==> config.mk <==
export PLATFORM = sky130hd
export DESIGN_NAME = alu_result_buffer
export DESIGN_NICKNAME = d
export VERILOG_FILES = /design/src/rtl/alu_pkg.sv /design/src/rtl/alu_rb_storage.sv /design/src/rtl/alu_result_buffer.sv
export SDC_FILE = /design/constraint.sdc
export NUM_CORES = 1
export LEC_CHECK = 0
export CAP_MARGIN = 20
export CELL_PAD_IN_SITES_DETAIL_PLACEMENT = 0
export CELL_PAD_IN_SITES_GLOBAL_PLACEMENT = 1
export CORE_MARGIN = 2
export CORE_UTILIZATION = 52
export CTS_CLUSTER_DIAMETER = 50
export DETAILED_ROUTE_END_ITERATION = 10
export PLACE_DENSITY_LB_ADDON = 0.1
export SLEW_MARGIN = 25
export SYNTH_ARGS = -nofsm -noshare
export SYNTH_HDL_FRONTEND = slang
export SYNTH_SLANG_ARGS = --single-unit
==> constraint.sdc <==
create_clock -name clk -period 7.5 [get_ports clk]
set_input_delay 0.75 -clock clk [delete_from_list [all_inputs] [get_ports clk]]
set_output_delay 0.75 -clock clk [all_outputs]
set_load 0.005 [all_outputs]
==> src/rtl/alu_pkg.sv <==
// Shared ALU constants and entry layout used by the ALU and its downstream buffer.
package alu_pkg;

    localparam int SEL_W     = 6;
    localparam int NUM_FLAGS = 7;
    localparam int NUM_OPS   = 35;
    localparam int ALU_N     = 64;

    localparam int FLG_CARRY    = 0;
    localparam int FLG_OVERFLOW = 1;
    localparam int FLG_ZERO     = 2;
    localparam int FLG_NEGATIVE = 3;
    localparam int FLG_PARITY   = 4;
    localparam int FLG_MODULO   = 5;
    localparam int FLG_SIGN     = 6;

    typedef struct packed {
        logic [SEL_W-1:0]     sel;
        logic [ALU_N-1:0]     result;
        logic [ALU_N-1:0]     upper;
        logic [NUM_FLAGS-1:0] flags;
    } alu_entry_t;

endpackage

==> src/rtl/alu_rb_storage.sv <==
// Entry register array for the ALU result buffer: one write port, asynchronous read.
module alu_rb_storage #(
    parameter int W     = 141,
    parameter int DEPTH = 4,
    parameter int AW    = $clog2(DEPTH)
) (
    input  logic          clk,
    input  logic          rst_n,
    input  logic          we,
    input  logic [AW-1:0] waddr,
    input  logic [W-1:0]  wdata,
    input  logic [AW-1:0] raddr,
    output logic [W-1:0]  rdata
);

    logic [W-1:0] mem [DEPTH];

    // Cleared on reset so the head entry reads as zero while empty after reset.
    always_ff @(posedge clk or negedge rst_n) begin
        if (!rst_n) begin
            for (int i = 0; i < DEPTH; i++) begin
                mem[i] <= '0;
            end
        end else if (we) begin
            mem[waddr] <= wdata;
        end
    end

    assign rdata = mem[raddr];

endmodule

==> src/rtl/alu_result_buffer.sv <==
// In-order FIFO capturing ALU results, with sticky flags, illegal-opcode error and push counter.
module alu_result_buffer
    import alu_pkg::*;
#(
    parameter int N     = 64,
    parameter int DEPTH = 4
) (
    input  logic                     clk,
    input  logic                     rst_n,
    input  logic                     in_valid,
    output logic                     in_ready,
    input  logic [SEL_W-1:0]         in_sel,
    input  logic [N-1:0]             in_result,
    input  logic [N-1:0]             in_upper,
    input  logic [NUM_FLAGS-1:0]     in_flags,
    output logic                     out_valid,
    input  logic                     out_ready,
    output logic [SEL_W-1:0]         out_sel,
    output logic [N-1:0]             out_result,
    output logic [N-1:0]             out_upper,
    output logic [NUM_FLAGS-1:0]     out_flags,
    output logic [$clog2(DEPTH):0]   count,
    output logic [NUM_FLAGS-1:0]     sticky_flags,
    output logic                     err_illegal_sel,
    input  logic                     sticky_clr,
    output logic [31:0]              op_count
);

    localparam int AW = $clog2(DEPTH);
    localparam int EW = SEL_W + 2 * N + NUM_FLAGS;
    localparam logic [AW:0] PTR_ONE = {{AW{1'b0}}, 1'b1};

    logic [AW:0]   wr_ptr;
    logic [AW:0]   rd_ptr;
    logic          full;
    logic          empty;
    logic          push;
    logic          pop;
    logic          illegal;
    logic [EW-1:0] wdata;
    logic [EW-1:0] rdata;

    // Extra pointer MSB distinguishes full from empty when the low bits match.
    assign empty = (wr_ptr == rd_ptr);
    assign full  = (wr_ptr[AW] != rd_ptr[AW]) && (wr_ptr[AW-1:0] == rd_ptr[AW-1:0]);
    assign count = wr_ptr - rd_ptr;

    assign in_ready  = !full;
    assign out_valid = !empty;
    assign push      = in_valid && in_ready;
    assign pop       = out_valid && out_ready;
    assign illegal   = (in_sel >= SEL_W'(NUM_OPS));

    assign wdata = {in_sel, in_result, in_upper, in_flags};
    assign {out_sel, out_result, out_upper, out_flags} = rdata;

    alu_rb_storage #(
        .W     (EW),
        .DEPTH (DEPTH),
        .AW    (AW)
    ) u_storage (
        .clk   (clk),
        .rst_n (rst_n),
        .we    (push),
        .waddr (wr_ptr[AW-1:0]),
        .wdata (wdata),
        .raddr (rd_ptr[AW-1:0]),
        .rdata (rdata)
    );

    always_ff @(posedge clk or negedge rst_n) begin
        if (!rst_n) begin
            wr_ptr <= '0;
            rd_ptr <= '0;
        end else begin
            if (push) wr_ptr <= wr_ptr + PTR_ONE;
            if (pop)  rd_ptr <= rd_ptr + PTR_ONE;
        end
    end

    // A push in the same cycle as a clear restarts accumulation from this entry.
    always_ff @(posedge clk or negedge rst_n) begin
        if (!rst_n) begin
            sticky_flags    <= '0;
            err_illegal_sel <= 1'b0;
            op_count        <= '0;
        end else begin
            if (push) begin
                sticky_flags    <= (sticky_clr ? '0 : sticky_flags) | in_flags;
                err_illegal_sel <= (!sticky_clr && err_illegal_sel) | illegal;
                op_count        <= op_count + 32'd1;
            end else if (sticky_clr) begin
                sticky_flags    <= '0;
                err_illegal_sel <= 1'b0;
            end
        end
    end

endmodule

Word-level counts from Yosys, hierarchy flattened
Index checks and enable logic that the tools add are counted.

Bits in read-only memories: 0. Register bits: 610. Input port bits: 146. Bits in latches: 0. Word-level logic and storage cells: 43. Memories kept: 0. Bits in writable memories: 0.

Div/mod/pow operators: 0. Add/subtract/negate cells: 4. Shift-type cells: 0. Reductions and logical operators: 9. Bitwise logic cells: 4. Eq/ne operators: 3. Muxes and demuxes: 10. Multipliers: 0. $lt $le $gt $ge: 4.

Operators with widths (number): $bwmux W564 (1); $mux W141 (3); $bmux W141 S2 (1); $demux W141 S2 (1); $add A32 B1 Y32 const B (1); $mux W7 (2); $or A7 B7 Y7 (1); $add A3 B1 Y3 const B (2); $ge A3 B3 Y1 const B (2); $ge A6 B6 Y1 const B (1); $not A2 Y3 (2); $logic_and A1 B1 Y1 (5); $eq A3 B3 Y1 (1); $logic_not A1 Y1 (3); $lt A3 B1 Y1 const B (1); $sub A3 B3 Y3 (1); $eq A2 B2 Y1 (1); $mux W1 (2); $reduce_bool A2 Y1 (1); $ne A1 B1 Y1 (1); $or A1 B1 Y1 (1).

Longest topological paths before layout
Gate-level depths: netlist of run 1.

Word-level depth: 6. Depth in mapped cells: 13. Mapped depth without buffers: 7.

Hierarchy
A second synthesis of run 1 with hierarchy kept.

Cells, all modules: 1575. Area total of the unflattened synthesis: 26434.1 um2.

By module, submodules not included: alu_rb_storage (times used 1, area an instance 24160.7 um2, cells each 1365, sequential area each 14113.5 um2); alu_result_buffer (times used 1, area an instance 2273.4 um2, cells each 210, sequential area each 1151.1 um2).

Worst setup path after synthesis of run 1
Ideal clock, no wire load.

Path kind: reg-to-reg. From: register rd_ptr[1]. To: register u_storage.mem[191] (netlist bit). Path slack: 4535 ps. Buffers on the path: 6. Arrival time: 2840 ps. Required time: 7375 ps. Stages on the path, launching flop included: 14. Path through: dfrtp_1 > clkbuf_1 > clkbuf_1 > clkbuf_1 > inv_1 > ha_1 > and2_1 > nand2_2 > and2_4 > buf_6 > nand2_8 > buf_12 > buf_12 > mux2_4.

Word-level cells in the longest chain between the ends: 4.

Ends and longest elaborated chain: start, declared (line alu_result_buffer.sv:34) `logic [AW:0] rd_ptr;`; start signal, assigned (line alu_result_buffer.sv:77) `if (pop) rd_ptr <= rd_ptr + PTR_ONE;`; $eq A2 B2 Y1 (line alu_result_buffer.sv:45) `assign full = (wr_ptr[AW] != rd_ptr[AW]) && (wr_ptr[AW-1:0] == rd_ptr[AW-1:0]);`; $logic_and A1 B1 Y1 (line alu_result_buffer.sv:45); $logic_not A1 Y1 (line alu_result_buffer.sv:48) `assign in_ready = !full;`; net in_ready (line alu_result_buffer.sv:11) `output logic in_ready,`; $logic_and A1 B1 Y1 (line alu_result_buffer.sv:50) `assign push = in_valid && in_ready;`; end signal, assigned by index (line alu_rb_storage.sv:25) `mem[waddr] <= wdata;`; end, declared (line alu_rb_storage.sv:16) `logic [W-1:0] mem [DEPTH];`.

The timed path passes the listed nets, and every way through them passes these cells. A chain may end at the register's enable or synchronous reset.

Worst setup path after layout of run 1
From: register rd_ptr[1]. To: output port out_upper[14].

Word-level cells in the longest chain between the ends: 4.

Ends and longest elaborated chain: $not A2 Y3 (implied by the code) (line alu_rb_storage.sv:29) `assign rdata = mem[raddr];`; $bmux W141 S2 (line alu_rb_storage.sv:29); $mux W141 (implied by the code) (2 in series) (line alu_rb_storage.sv:29); end, declared (line alu_result_buffer.sv:20) `output logic [N-1:0] out_upper,`.

No other way between the ends. The select of a mux whose other input is x is not followed.

==> flow_summary.json, run 1 <==
{
  "outcome": "completed",
  "hold_buffers": 0,
  "syn_area_um2": 27800,
  "finalSetupViolations": 0,
  "numCtsBuffers": 70,
  "crit_path_start": "rd_ptr[1]$_DFFE_PN0P_",
  "async_flop_share": 1.00,
  "cp.arrival_ns": 4.16,
  "clock-root-buffer": "clkbuf_16",
  "startpoint_type": "flip-flop",
  "grt_pass1_vias": 16400,
  "crit_family": "buffers and inverters",
  "fp.dieArea_um2": 55400,
  "portBuffers": 331,
  "synthFlopType": "dfrtp_1",
  "yosys-top-cells-area": "dfrtp_1 55%, mux2_4 15%, mux2_2 12%",
  "die_x_um": 235,
  "period_needed_ns": 4.91,
  "yosysWarnings": 0,
  "ys_types": 32,
  "synth_fp_nets": 1721,
  "slowest_stage": "dfrtp_4",
  "final_nets": 2046,
  "worstMarginPinSlew_ns": 1.08,
  "synth_edf_count": 0,
  "cp_max_fo": 56,
  "post-route-period-util": 0.654,
  "setup_slack_ns": 2.59,
  "ys_seq_area_frac": 0.549,
  "powerDensity_nw_per_um2": 499,
  "rsz0062_at_grt": "no",
  "gp_congestion": 0.769,
  "drtAntennaViolNets": 0,
  "post-synth-top-area-cell": "dfrtp_1",
  "drtPass1Iterations": 4,
  "area_growth_syn_to_layout_pct": 20.8,
  "grt_pass1_wl_um": 99400,
  "route.detailed.drc": 0,
  "yosys-top-cells-count": "610 x dfrtp_1, 296 x mux2_2, 270 x mux2_4",
  "num_rows": 84,
  "cp_cell_sequence": "buf_4 -> buf_4 -> mux4_2 -> clkdlybuf4s50_1",
  "place_hpwl_um": 38000,
  "relSlewSlack": 0.281,
  "path_buf_inv": 3,
  "clk_pin_slew_ns": 0.06,
  "cts_resized": 0,
  "cts_tree": "done",
  "critical_path_class": "reg -> out",
  "cp.required_ns": 6.75,
  "clockBufferDepth": 3,
  "avgSynthCellArea_um2": 17.8,
  "routed_wl_um": 62300,
  "cpMostUsedCell": "buf_4",
  "cts_setup_buffers": 0,
  "grt_max_degree": 174,
  "hold_violations": 0,
  "holdWs_ns": 0.232,
  "reg2regPathDepth": 8,
  "h-tree-depth": 3,
  "stdcell_area_um2": 33600,
  "ys_ff_latch": 610,
  "timing.rr.start": "rd_ptr[1]$_DFFE_PN0P_",
  "max_freq_mhz": 204,
  "final_cell_count_no_fill": 2632,
  "drv_cap": 0,
  "hp-class": "in -> async",
  "final_layout_size_suffix_gt1_frac": 0.434,
  "skew_ns": 0.0188,
  "crit_path_max_incr_delay_ns": 0.81,
  "drv_slew": 0,
  "antenna_found_initial": 8,
  "synth_top_area_frac": 0.549,
  "leakage_nw": 15.0,
  "pre_cts_ws_ns": 3.17,
  "drt_iter0_markers": 701,
  "placed_area_um2": 31200,
  "total_power_mw": 16.8,
  "initial_core_util": 0.527,
  "cts.sinks": 610,
  "synthCells": 1566,
  "wl_per_cell_um": 23.7,
  "dp_cells": 2506,
  "ir_drop_mv": 0.406,
  "grt_usage": 0.231,
  "core_area_um2": 52800,
  "clock_latency_ns": 0.59,
  "tns_ns": 0,
  "post-route-util": 0.637,
  "vias_per_cell": 5.65,
  "gr-total-overflow": 0,
  "via_count": 14900,
  "die_h_um": 235,
  "synth_most_common_cell": "dfrtp_1",
  "worstSetupEndpointType": "output pin",
  "io_pins": 332,
  "cp.depth": 4
}
cell type report:
class,count,area [µm²]
clock inverter,23,315
inverter,17,63.8
multi-input combinational,844,11500
sequential,610,15300
timing repair buffer,348,3510
clock buffer,97,2040
antenna,5,12.5
tap,688,861
fill,3817,19200
routing by layer:
metal  wire length, µm  up-vias  share of wire  track usage
li1                  -     6433              -            -
met1             28100     8021           0.45        0.326
met2             29100      287           0.47        0.356
met3              3300      113          0.053       0.0607
met4              1750        8          0.028       0.0687
met5                52        -        0.00083            0
report_power, final:
| group | total, mW | internal (mW) | switching, mW |
|---|---|---|---|
| Combinational | 7.44 | 4.91 | 2.53 |
| Sequential | 5.87 | 4.93 | 0.944 |
| Clock | 3.46 | 2.14 | 1.33 |
| Total | 16.8 | 12.0 | 4.80 |
final timing paths:
path                                             endpoint  slack (ns)
max                                         out_upper[14]        2.59
min                        u_storage.mem[241]$_DFFE_PN0P_        0.23
max reg2reg                u_storage.mem[464]$_DFFE_PN0P_        3.52
min reg2reg                      op_count[31]$_DFFE_PN0P_        0.47
max in group asynchronous   u_storage.mem[41]$_DFFE_PN0P_        5.77
min in group clk                 op_count[31]$_DFFE_PN0P_        0.47
sequential cells by signal, summed over array words and instances (netlist names):
signal	count
wr_ptr	3
u_storage.mem	564
err_illegal_sel	1
sticky_flags	7
rd_ptr	3
op_count	32
placed cells by master (no fill, tap or decap), types with 5 or more instances in the layout:
cell type / n
buf_4: 10
bufinv_16: 7
clkbuf_1: 12
clkbuf_16: 73
clkbuf_8: 12
clkdlybuf4s50_1: 330
clkinv_2: 9
dfrtp_1: 608
diode_2: 5
ha_1: 8
inv_1: 17
mux2_2: 296
mux2_4: 270
mux4_2: 141
nand2_1: 22
nand3_1: 13
nand4_1: 9
nor2_1: 11
nor3_1: 5
o21ai_0: 9
xnor2_1: 24
xor2_1: 13
kinds of logic (layout without fill, tap and decap cells):
family                     count (synthesis)  in the layout  synth area share
muxes                                    707            707             0.380
DFF                                      610            610             0.549
buffers and inverters                    112            485            0.0371
and+or+nand+nor                           77             77            0.0153
xor gates and xnor gates                  38             38            0.0122
AOI/OAI and AO/OA                         13             13           0.00265
adders and majority gates                  9              9           0.00432
other                                      0              5                 0
Power figures use the tool's default switching activity.
==> inputs of run 2 (changes only) <==
--- a/config.mk
+++ b/config.mk
@@ -9,7 +9,7 @@
 export CELL_PAD_IN_SITES_DETAIL_PLACEMENT = 0
 export CELL_PAD_IN_SITES_GLOBAL_PLACEMENT = 1
 export CORE_MARGIN = 2
-export CORE_UTILIZATION = 52
+export CORE_UTILIZATION = 48
 export CTS_CLUSTER_DIAMETER = 50
 export DETAILED_ROUTE_END_ITERATION = 10
 export PLACE_DENSITY_LB_ADDON = 0.1
==> constraint.sdc (replaced) <==
create_clock -name clk -period 5.1 [get_ports clk]
set_input_delay 0.51 -clock clk [delete_from_list [all_inputs] [get_ports clk]]
set_output_delay 0.51 -clock clk [all_outputs]
set_load 0.005 [all_outputs]
==> run 2 against run 1 <==
Effect of this change:
- global-route usage down 1.6 points
- non-clock buffer count is 6 higher
- combinational power increased by 49%
- wire length grew 1.6%
- utilization decreased by 4.5 points
- critical path depth down 1
- sequential power increased by 45%
- first-iteration DRC count is 16% lower
- flip-flop and latch count unchanged
- power grew 49%
- register-to-register slack worse by 1.9 ns
- die area increased by 8.2%
- critical path type unchanged
- critical endpoint is now out_result[17]
==> flow_summary.json, run 2 (same netlist as run 1, synthesis figures left out) <==
{
  "initial_core_util": 0.484,
  "regArea_um2": 15300,
  "io_pins": 332,
  "slowest_stage": "dfrtp_4",
  "clock-root-buffer": "clkbuf_16",
  "max_freq_mhz": 276,
  "grt_max_degree": 145,
  "gr-total-overflow": 0,
  "final_nets": 2057,
  "regMostFlops": "u_storage.mem",
  "antenna_found_initial": 5,
  "clk_pin_slew_ns": 0.06,
  "vias_per_cell": 5.45,
  "finalSetupViolations": 0,
  "hp-class": "in -> async",
  "grt_pass1_vias": 16300,
  "cp_cell_sequence": "buf_12 -> mux4_2 -> clkdlybuf4s50_1",
  "relSlewSlack": 0.333,
  "die_h_um": 245,
  "place_hpwl_um": 38100,
  "num_rows": 88,
  "route.detailed.drc": 0,
  "drt_iter0_markers": 586,
  "skew_ns": 0.0190,
  "pre_cts_ws_ns": 1.63,
  "nFillCells": 4389,
  "wl_per_cell_um": 23.2,
  "tns_ns": 0,
  "cp_max_fo": 82,
  "powerDensity_nw_per_um2": 735,
  "period_needed_ns": 3.62,
  "cts_tree": "done",
  "worstSetupEndpointType": "output pin",
  "layout_commonest_cell": "dfrtp_1",
  "crit_path_max_incr_delay_ns": 0.69,
  "die_x_um": 245,
  "worstMarginPinSlew_ns": 1.00,
  "internal_power_mw": 17.8,
  "post-route-util": 0.592,
  "post-route-period-util": 0.710,
  "clockBufferDepth": 3,
  "drtPass1Iterations": 4,
  "via_count": 14900,
  "combPwrFrac": 0.443,
  "multi_input_area_um2": 11500,
  "drv_cap": 0,
  "leakage_nw": 15.2,
  "seqPwrFrac": 0.341,
  "core_area_um2": 57500,
  "grt_usage": 0.215,
  "largest_reg_flops": 564,
  "cts.sinks": 610,
  "setup_slack_ns": 1.48,
  "final_layout_size_suffix_gt1_frac": 0.442,
  "power.net_switching_mw": 7.22,
  "cts_setup_buffers": 0,
  "reg.largest.list": "u_storage.mem: 564 flops, op_count: 32 flops, sticky_flags: 7 flops",
  "routed_wl_um": 63300,
  "critical_path_class": "reg -> out",
  "cp.arrival_ns": 3.11,
  "area_growth_syn_to_layout_pct": 22.4,
  "p_clk_frac": 0.216,
  "clock_latency_ns": 0.60,
  "portBuffers": 331,
  "p_sw_frac": 0.288,
  "startpoint_type": "flip-flop",
  "drv_slew": 0,
  "final_cell_count_no_fill": 2732,
  "h-tree-depth": 3,
  "numCtsBuffers": 75,
  "fp.dieArea_um2": 59900,
  "hold_violations": 0,
  "drtAntennaViolNets": 0,
  "gp_congestion": 0.750,
  "ir_drop_mv": 0.633,
  "outcome": "completed",
  "dp_cells": 2588,
  "mostFrequentLayoutCells": "608 x dfrtp_1, 330 x clkdlybuf4s50_1, 296 x mux2_2, 270 x mux2_4, 141 x mux4_2",
  "grt_pass1_wl_um": 99200,
  "rsz0062_at_grt": "no",
  "cp.required_ns": 4.59
}
## run 2: cell types whose count changed in the layout (fill, tap and decap cells not counted)
cell	delta
clkbuf_1	-3
bufinv_16	-2
inv_8	+1
clkbuf_8	+3
buf_6	-2
dlygate4sd3_1	+1
clkinv_4	+5
clkinv_2	+5
buf_12	+7
clkinvlp_4	+2
clkbuf_16	+6
## run 2: final timing paths
kind | from | end | slack, ns | cells past startpoint
max | rd_ptr[0]$_DFFE_PN0P_ | out_result[17] | 1.48 | 3
min | rst_n | u_storage.mem[385]$_DFFE_PN0P_ | 0.39 | 2
max reg2reg | rd_ptr[0]$_DFFE_PN0P_ | u_storage.mem[463]$_DFFE_PN0P_ | 1.66 | 7
min reg2reg | op_count[31]$_DFFE_PN0P_ | op_count[31]$_DFFE_PN0P_ | 0.47 | 1
max in group asynchronous | rst_n | u_storage.mem[451]$_DFFE_PN0P_ | 3.39 | 4
min in group clk | op_count[31]$_DFFE_PN0P_ | op_count[31]$_DFFE_PN0P_ | 0.47 | 1
## run 2: stage by stage
step	instance area [µm²]	power (mW)	hold WS, ns
final	34000	25.0	0.389
after global routing	34000	26.3	0.397
after CTS	34000	25.3	0.00586
after detailed placement	31400	19.7	0.459
after global placement	31400	19.5	0.466
after floorplan	27800	15.5	0.214
## run 2: metal layers
metal / track usage / part of all wire / wire length, µm
met3: 0.0472 / 0.044 / 2800
met5: 0 / 0.00047 / 30
met4: 0.0628 / 0.025 / 1610
met1: 0.303 / 0.46 / 28800
met2: 0.337 / 0.47 / 30000
## run 2: worst max-delay path: cells and delay by family (launching register included)
kind | cells | cell delay, ns
buffers and inverters | 2 | 1.08
flip-flops | 1 | 0.69
multiplexers | 1 | 0.65
## run 2: power groups by stage
stage / Combinational [mW] / Sequential (mW) / Clock [mW]
3_5_place_dp: 11.2 / 8.53 / 0
6_report: 11.1 / 8.53 / 5.41
4_1_cts: 11.3 / 8.51 / 5.56
2_1_floorplan: 7.44 / 8.09 / 0
3_3_place_gp: 11.1 / 8.45 / 0
5_1_grt: 11.8 / 8.81 / 5.76
## run 2: timing repair
item                                    in CTS  in global routing
hold endpoints to repair                     0                 26
hold buffers                                 0                  1
gates resized for setup                      0                  0
endpoints found under the setup margin       0                  0
## run 2: layout make-up
class / count / share of cell area
inverter: 17 / 0.00187
clock buffer: 103 / 0.0651
tap: 765 / 0.0281
antenna: 5 / 0.000368
sequential: 610 / 0.449
clock inverter: 34 / 0.0103
timing repair buffer: 354 / 0.107
multi-input combinational: 844 / 0.339
==> inputs of run 3 (changes only) <==
==> constraint.sdc (replaced) <==
create_clock -name clk -period 3.61 [get_ports clk]
set_input_delay 0.361 -clock clk [delete_from_list [all_inputs] [get_ports clk]]
set_output_delay 0.361 -clock clk [all_outputs]
set_load 0.005 [all_outputs]
==> run 3 against run 2 <==
Effect of this change:
- global-route usage rose by 0.45 points
- worst setup slack got worse by 1.1 ns
- clock-buffer cell count rose by 1
- critical endpoint is now count[1]
==> flow_summary.json, run 3 (same netlist as run 1, synthesis figures left out) <==
{
  "post-route-period-util": 0.903,
  "reg.largest.list": "u_storage.mem: 564 flops, op_count: 32 flops, sticky_flags: 7 flops",
  "place_hpwl_um": 40100,
  "ir_drop_mv": 0.732,
  "grt_pass1_wl_um": 102000,
  "rrSetupSlack_ns": 0.75,
  "tns_ns": 0,
  "grt_max_degree": 145,
  "startpoint_type": "flip-flop",
  "hold_buffers": 1,
  "relSlewSlack": 0.295,
  "r2r_end": "u_storage.mem[26]$_DFFE_PN0P_",
  "drv_cap": 0,
  "top_usage_layer": "met2",
  "cp.arrival_ns": 2.90,
  "reg2regPathDepth": 7,
  "cts_tree": "done",
  "outcome": "completed",
  "met2_usage": 0.340,
  "fp.dieArea_um2": 59900,
  "initial_core_util": 0.484,
  "total_power_mw": 35.6,
  "grt_usage": 0.220,
  "via_count": 14800,
  "grt_pass1_vias": 16500,
  "io_pins": 332,
  "clockBufferDepth": 3,
  "hold_violations": 0,
  "cp.required_ns": 3.25,
  "portBuffers": 331,
  "skew_ns": 0.0296,
  "drv_slew": 0,
  "leakage_nw": 15.3,
  "drtAntennaViolNets": 0,
  "cp_max_fo": 144,
  "final_nets": 2077,
  "grtUsageMet3": 0.0492,
  "num_rows": 88,
  "vias_per_cell": 5.41,
  "layout_commonest_cell": "dfrtp_1",
  "use_met1": 0.312,
  "worstSetupEndpointType": "output pin",
  "rsz0062_at_grt": "no",
  "gp_congestion": 0.770,
  "h-tree-depth": 3,
  "wl_per_cell_um": 23.4,
  "die_x_um": 245,
  "regMostFlops": "u_storage.mem",
  "max_freq_mhz": 307,
  "period_needed_ns": 3.26,
  "mostFrequentLayoutCells": "608 x dfrtp_1, 330 x clkdlybuf4s50_1, 296 x mux2_2, 270 x mux2_4, 141 x mux4_2",
  "critical_path_class": "reg -> out",
  "post-route-util": 0.597,
  "cts_setup_buffers": 0,
  "hp-class": "in -> async",
  "route.detailed.drc": 0,
  "antenna_found_initial": 5,
  "timing.rr.start": "rd_ptr[0]$_DFFE_PN0P_",
  "drtPass1Iterations": 4,
  "numCtsBuffers": 74,
  "powerDensity_nw_per_um2": 1040,
  "gr-total-overflow": 0,
  "final_layout_size_suffix_gt1_frac": 0.443,
  "largest_reg_flops": 564,
  "clk_pin_slew_ns": 0.06,
  "cts_resized": 0,
  "die_h_um": 245,
  "cts.sinks": 610,
  "finalSetupViolations": 0,
  "worstMarginPinSlew_ns": 1.06,
  "routed_wl_um": 64100,
  "clock_latency_ns": 0.60,
  "drt_iter0_markers": 673,
  "area_growth_syn_to_layout_pct": 23.3,
  "clock-root-buffer": "clkbuf_16",
  "core_area_um2": 57500
}
run 3: cell types whose count changed in the layout (fill, tap and decap cells not counted), sizes merged:
cell / previous run / this run
clkbuf: 103 / 104
buf: 23 / 44
clkinvlp: 5 / 3
diode: 5 / 2
bufinv: 5 / 10
inv: 22 / 21
clkinv: 19 / 9
run 3: per-stage QoR:
| step | area [µm²] | hold slack [ns] | setup slack [ns] | cells |
|---|---|---|---|---|
| after floorplan | 27800 | 0.0654 | 0.645 | 1566 |
| after global placement | 31700 | 0.435 | 0.819 | 2610 |
| after detailed placement | 31700 | 0.461 | 0.744 | 2610 |
| after CTS | 34300 | 0.362 | 0.229 | 2741 |
| after global routing | 34300 | 0.419 | 0.216 | 2742 |
| final | 34300 | 0.383 | 0.349 | 2743 |
run 3: worst max path at each step:
stage                                endpoint                  start  cells after the start  slack, ns
2_1_floorplan  u_storage.mem[191]$_DFFE_PN0P_  rd_ptr[1]$_DFFE_PN0P_                     13       0.64
3_3_place_gp    u_storage.mem[32]$_DFFE_PN0P_  rd_ptr[0]$_DFFE_PN0P_                      7       0.82
3_5_place_dp    u_storage.mem[26]$_DFFE_PN0P_  rd_ptr[0]$_DFFE_PN0P_                      7       0.74
4_1_cts                              count[1]  rd_ptr[1]$_DFFE_PN0P_                      4       0.23
5_1_grt                            out_sel[5]  rd_ptr[0]$_DFFE_PN0P_                      3       0.22
6_report                             count[1]  rd_ptr[1]$_DFFE_PN0P_                      4       0.35
run 3: cell type report:
class / count / area (µm²)
Sequential cell: 610 / 15300
Clock buffer: 104 / 2150
Tap cell: 765 / 957
Inverter: 17 / 63.8
Antenna cell: 2 / 5.00
Clock inverter: 26 / 414
Fill cell: 4370 / 23200
Timing Repair Buffer: 375 / 3900
Multi-Input combinational cell: 844 / 11500
run 3: power by group:
| part | internal, mW | leakage, nW | switching (mW) |
|---|---|---|---|
| combinational | 10.3 | 6.77 | 5.53 |
| sequential | 10.2 | 7.27 | 1.75 |
| clock | 4.87 | 1.25 | 2.88 |
| total | 25.5 | 15.3 | 10.2 |
run 3: worst max-delay path, stage by stage (launching register included):
cell,delay (ns)
dfrtp_4,0.42
buf_12,0.67
fa_1,0.55
inv_1,0.10
clkdlybuf4s50_1,0.53
run 3: metal layers:
metal / routed length (µm) / part of all wire / up-vias
met3: 3110 / 0.048 / 105
met2: 30300 / 0.47 / 294
met5: 44 / 0.00069 / -
met1: 29000 / 0.45 / 7934
met4: 1700 / 0.027 / 6
li1: - / - / 6499
==> edit: new RTL, settings of run 3 <==
Reset style: synchronous (`rst_n`), changed in 3 clocked blocks. Comments in the files are not updated.
--- a/src/rtl/alu_rb_storage.sv
+++ b/src/rtl/alu_rb_storage.sv
@@ -16,7 +16,7 @@
     logic [W-1:0] mem [DEPTH];
 
     // Cleared on reset so the head entry reads as zero while empty after reset.
-    always_ff @(posedge clk or negedge rst_n) begin
+    always_ff @(posedge clk) begin
         if (!rst_n) begin
             for (int i = 0; i < DEPTH; i++) begin
                 mem[i] <= '0;
--- a/src/rtl/alu_result_buffer.sv
+++ b/src/rtl/alu_result_buffer.sv
@@ -68,7 +68,7 @@
         .rdata (rdata)
     );
 
-    always_ff @(posedge clk or negedge rst_n) begin
+    always_ff @(posedge clk) begin
         if (!rst_n) begin
             wr_ptr <= '0;
             rd_ptr <= '0;
@@ -79,7 +79,7 @@
     end
 
     // A push in the same cycle as a clear restarts accumulation from this entry.
-    always_ff @(posedge clk or negedge rst_n) begin
+    always_ff @(posedge clk) begin
         if (!rst_n) begin
             sticky_flags    <= '0;
             err_illegal_sel <= 1'b0;
Formal check against the unedited RTL: differs if rst_n is asserted again (counterexample within 4 cycles, from zero or initial values and one cycle with rst_n low); with rst_n held inactive, the same outputs for 4 cycles.
==> edit against run 3 <==
  * Via count down 0.23%
  * Area after synthesis down 4.3%
  * Non-clock buffer count down 7
  * Sequential cell count up 2
  * Maximum frequency up 4.2%
  * Design area down 3.3%
  * Final cell count up 0.62%
  * Routed wire length down 3.3%
  * Largest cell class unchanged
  * Setup slack better by 0.13 ns
Power is not compared: it rests on default switching activity, and its combinational part moved more than twofold at a synthesized area within 25%.
==> edit: results (changes against run 3) <==
| Metric | Value |
|---|---|
| Metal1 wirelength | 26,000 um (-10%) |
| Top cells by area, synth | sky130_fd_sc_hd__edfxtp_1 64%, sky130_fd_sc_hd__and2_1 13%, sky130_fd_sc_hd__mux4_2 12% |
| Outcome | complete, no violations |
| Via count of the first global-routing pass | 15,100 (-8.5%) |
| Average vias per placed instance | 5.36 (-0.84%) |
| Arr. time, crit path | 2.77 ns (-0.13 ns) |
| Proportion of netlist area held by the largest area contributor | 63.6% (+8.7 points) |
| Met3 wirelength from detailed routing | 4190 um (+35%) |
| CTS Buf Count | 71 (-4.1%) |
| Commonest cells in the synthesized netlist | 564 x sky130_fd_sc_hd__edfxtp_1, 558 x sky130_fd_sc_hd__and2_1, 141 x sky130_fd_sc_hd__mux4_2, 48 x sky130_fd_sc_hd__dfxtp_1, 44 x sky130_fd_sc_hd__buf_2 |
| Setup WS pre-CTS | 0.866 ns (+0.122 ns) |
| Post-synth ARST share | 0% (-100 points) |
| WL met2 | 30,700 um (+1.1%) |
| Instance count after placement with tap cells included | 2,630 (+0.77%) |
| Largest net degree at the start of global routing | 142 (-2.1%) |
| Largest incremental delay on the critical path | 0.73 ns (+0.06 ns) |
| Placed Area | 0.0309 mm^2 (-2.5%) |
| First-pass GRT wire length | 93,300 um (-8.2%) |
| Synth Area per Inst | 16.4 um^2 (-7.6%) |
| Standard cell with the maximum stage delay on the critical path | sky130_fd_sc_hd__dfxtp_4 |
| Initial DRC Count | 735 (+9.2%) |
| Slew at the pin closest to its max-slew limit | 0.831 ns (-0.226 ns) |
| TritonRoute pass-1 iters | 5 (+1) |
| Number of flops mapped to enable cells by yosys | 564 (+564) |
| Number of nets in the finished design | 2,107 (+1.4%) |
| Register area share after synthesis | 67.2% (+12 points) |
| Fraction of layout instances using a drive strength above 1 | 15.6% (-29 points) |
| Average detailed-routed wire length per instance | 22.5 um (-3.9%) |
| Tot GR Track Use | 21.9% (-0.074 points) |
| Clock skew | 0.0163 ns (-0.0134 ns) |
| Mapped Nets | 1,774 (+3.1%) |
| Placer's final routability congestion estimate | 0.776 (+0.71%) |
| Max Fanout on Critical Path | 31 (-78%) |
| Post-DP HPWL | 35,400 um (-12%) |
## edit: changes by cell type in the layout (fill, tap and decap cells not counted), moves of 43 or more
cell,run 3,this run
sky130_fd_sc_hd__and2_1,4,558
sky130_fd_sc_hd__mux2_2,296,0
sky130_fd_sc_hd__dfrtp_1,608,0
sky130_fd_sc_hd__edfxtp_1,0,564
sky130_fd_sc_hd__dfxtp_1,0,43
sky130_fd_sc_hd__mux2_4,270,0
## edit: worst paths after layout
check                  start              endpoint  slack, ns  cells after the start
max                flip-flop         out_result[0]       0.48                      3
min reg2reg  sticky_flags[1]       sticky_flags[1]       0.45                      1
min          sticky_flags[1]       sticky_flags[1]       0.45                      1
max reg2reg        rd_ptr[2]  u_storage.mem[0][57]       0.94                      5
## edit: area by class of cell
type,instances,area (um^2)
well taps,748,936
diodes,2,5.00
fillers,4174,21800
multi-input cells,892,8130
inverters,10,42.5
repair buffers,368,3890
flip-flops and latches,612,17900
clock buffers,91,1890
clock inverters,37,360
## edit: metal layers
metal,GRT usage (%),up-vias
li1,-,6731
met1,30.2,7571
met5,0,-
met3,4.58,78
met4,6.74,8
met2,35.2,416
## edit: logic make-up (layout without fill, tap and decap cells)
group | after synthesis | count (layout) | synth area share (%)
simple gates | 669 | 669 | 15.7
buf+inv | 118 | 506 | 2.57
mux | 154 | 154 | 12.4
other cells | 0 | 2 | 0
xor+xnor | 11 | 11 | 0.390
fa+ha+maj | 6 | 6 | 0.310
compound gates | 52 | 52 | 1.45
flops | 612 | 612 | 67.2
## edit: power groups by stage
stage	registers, mW	clock network, mW	logic [mW]
after CTS	8.44	7.03	3.26
after detailed placement	8.58	0	3.24
after global routing	8.47	7.31	3.41
after global placement	8.56	0	3.25
after floorplan	8.47	0	1.66
final	8.43	6.88	3.19
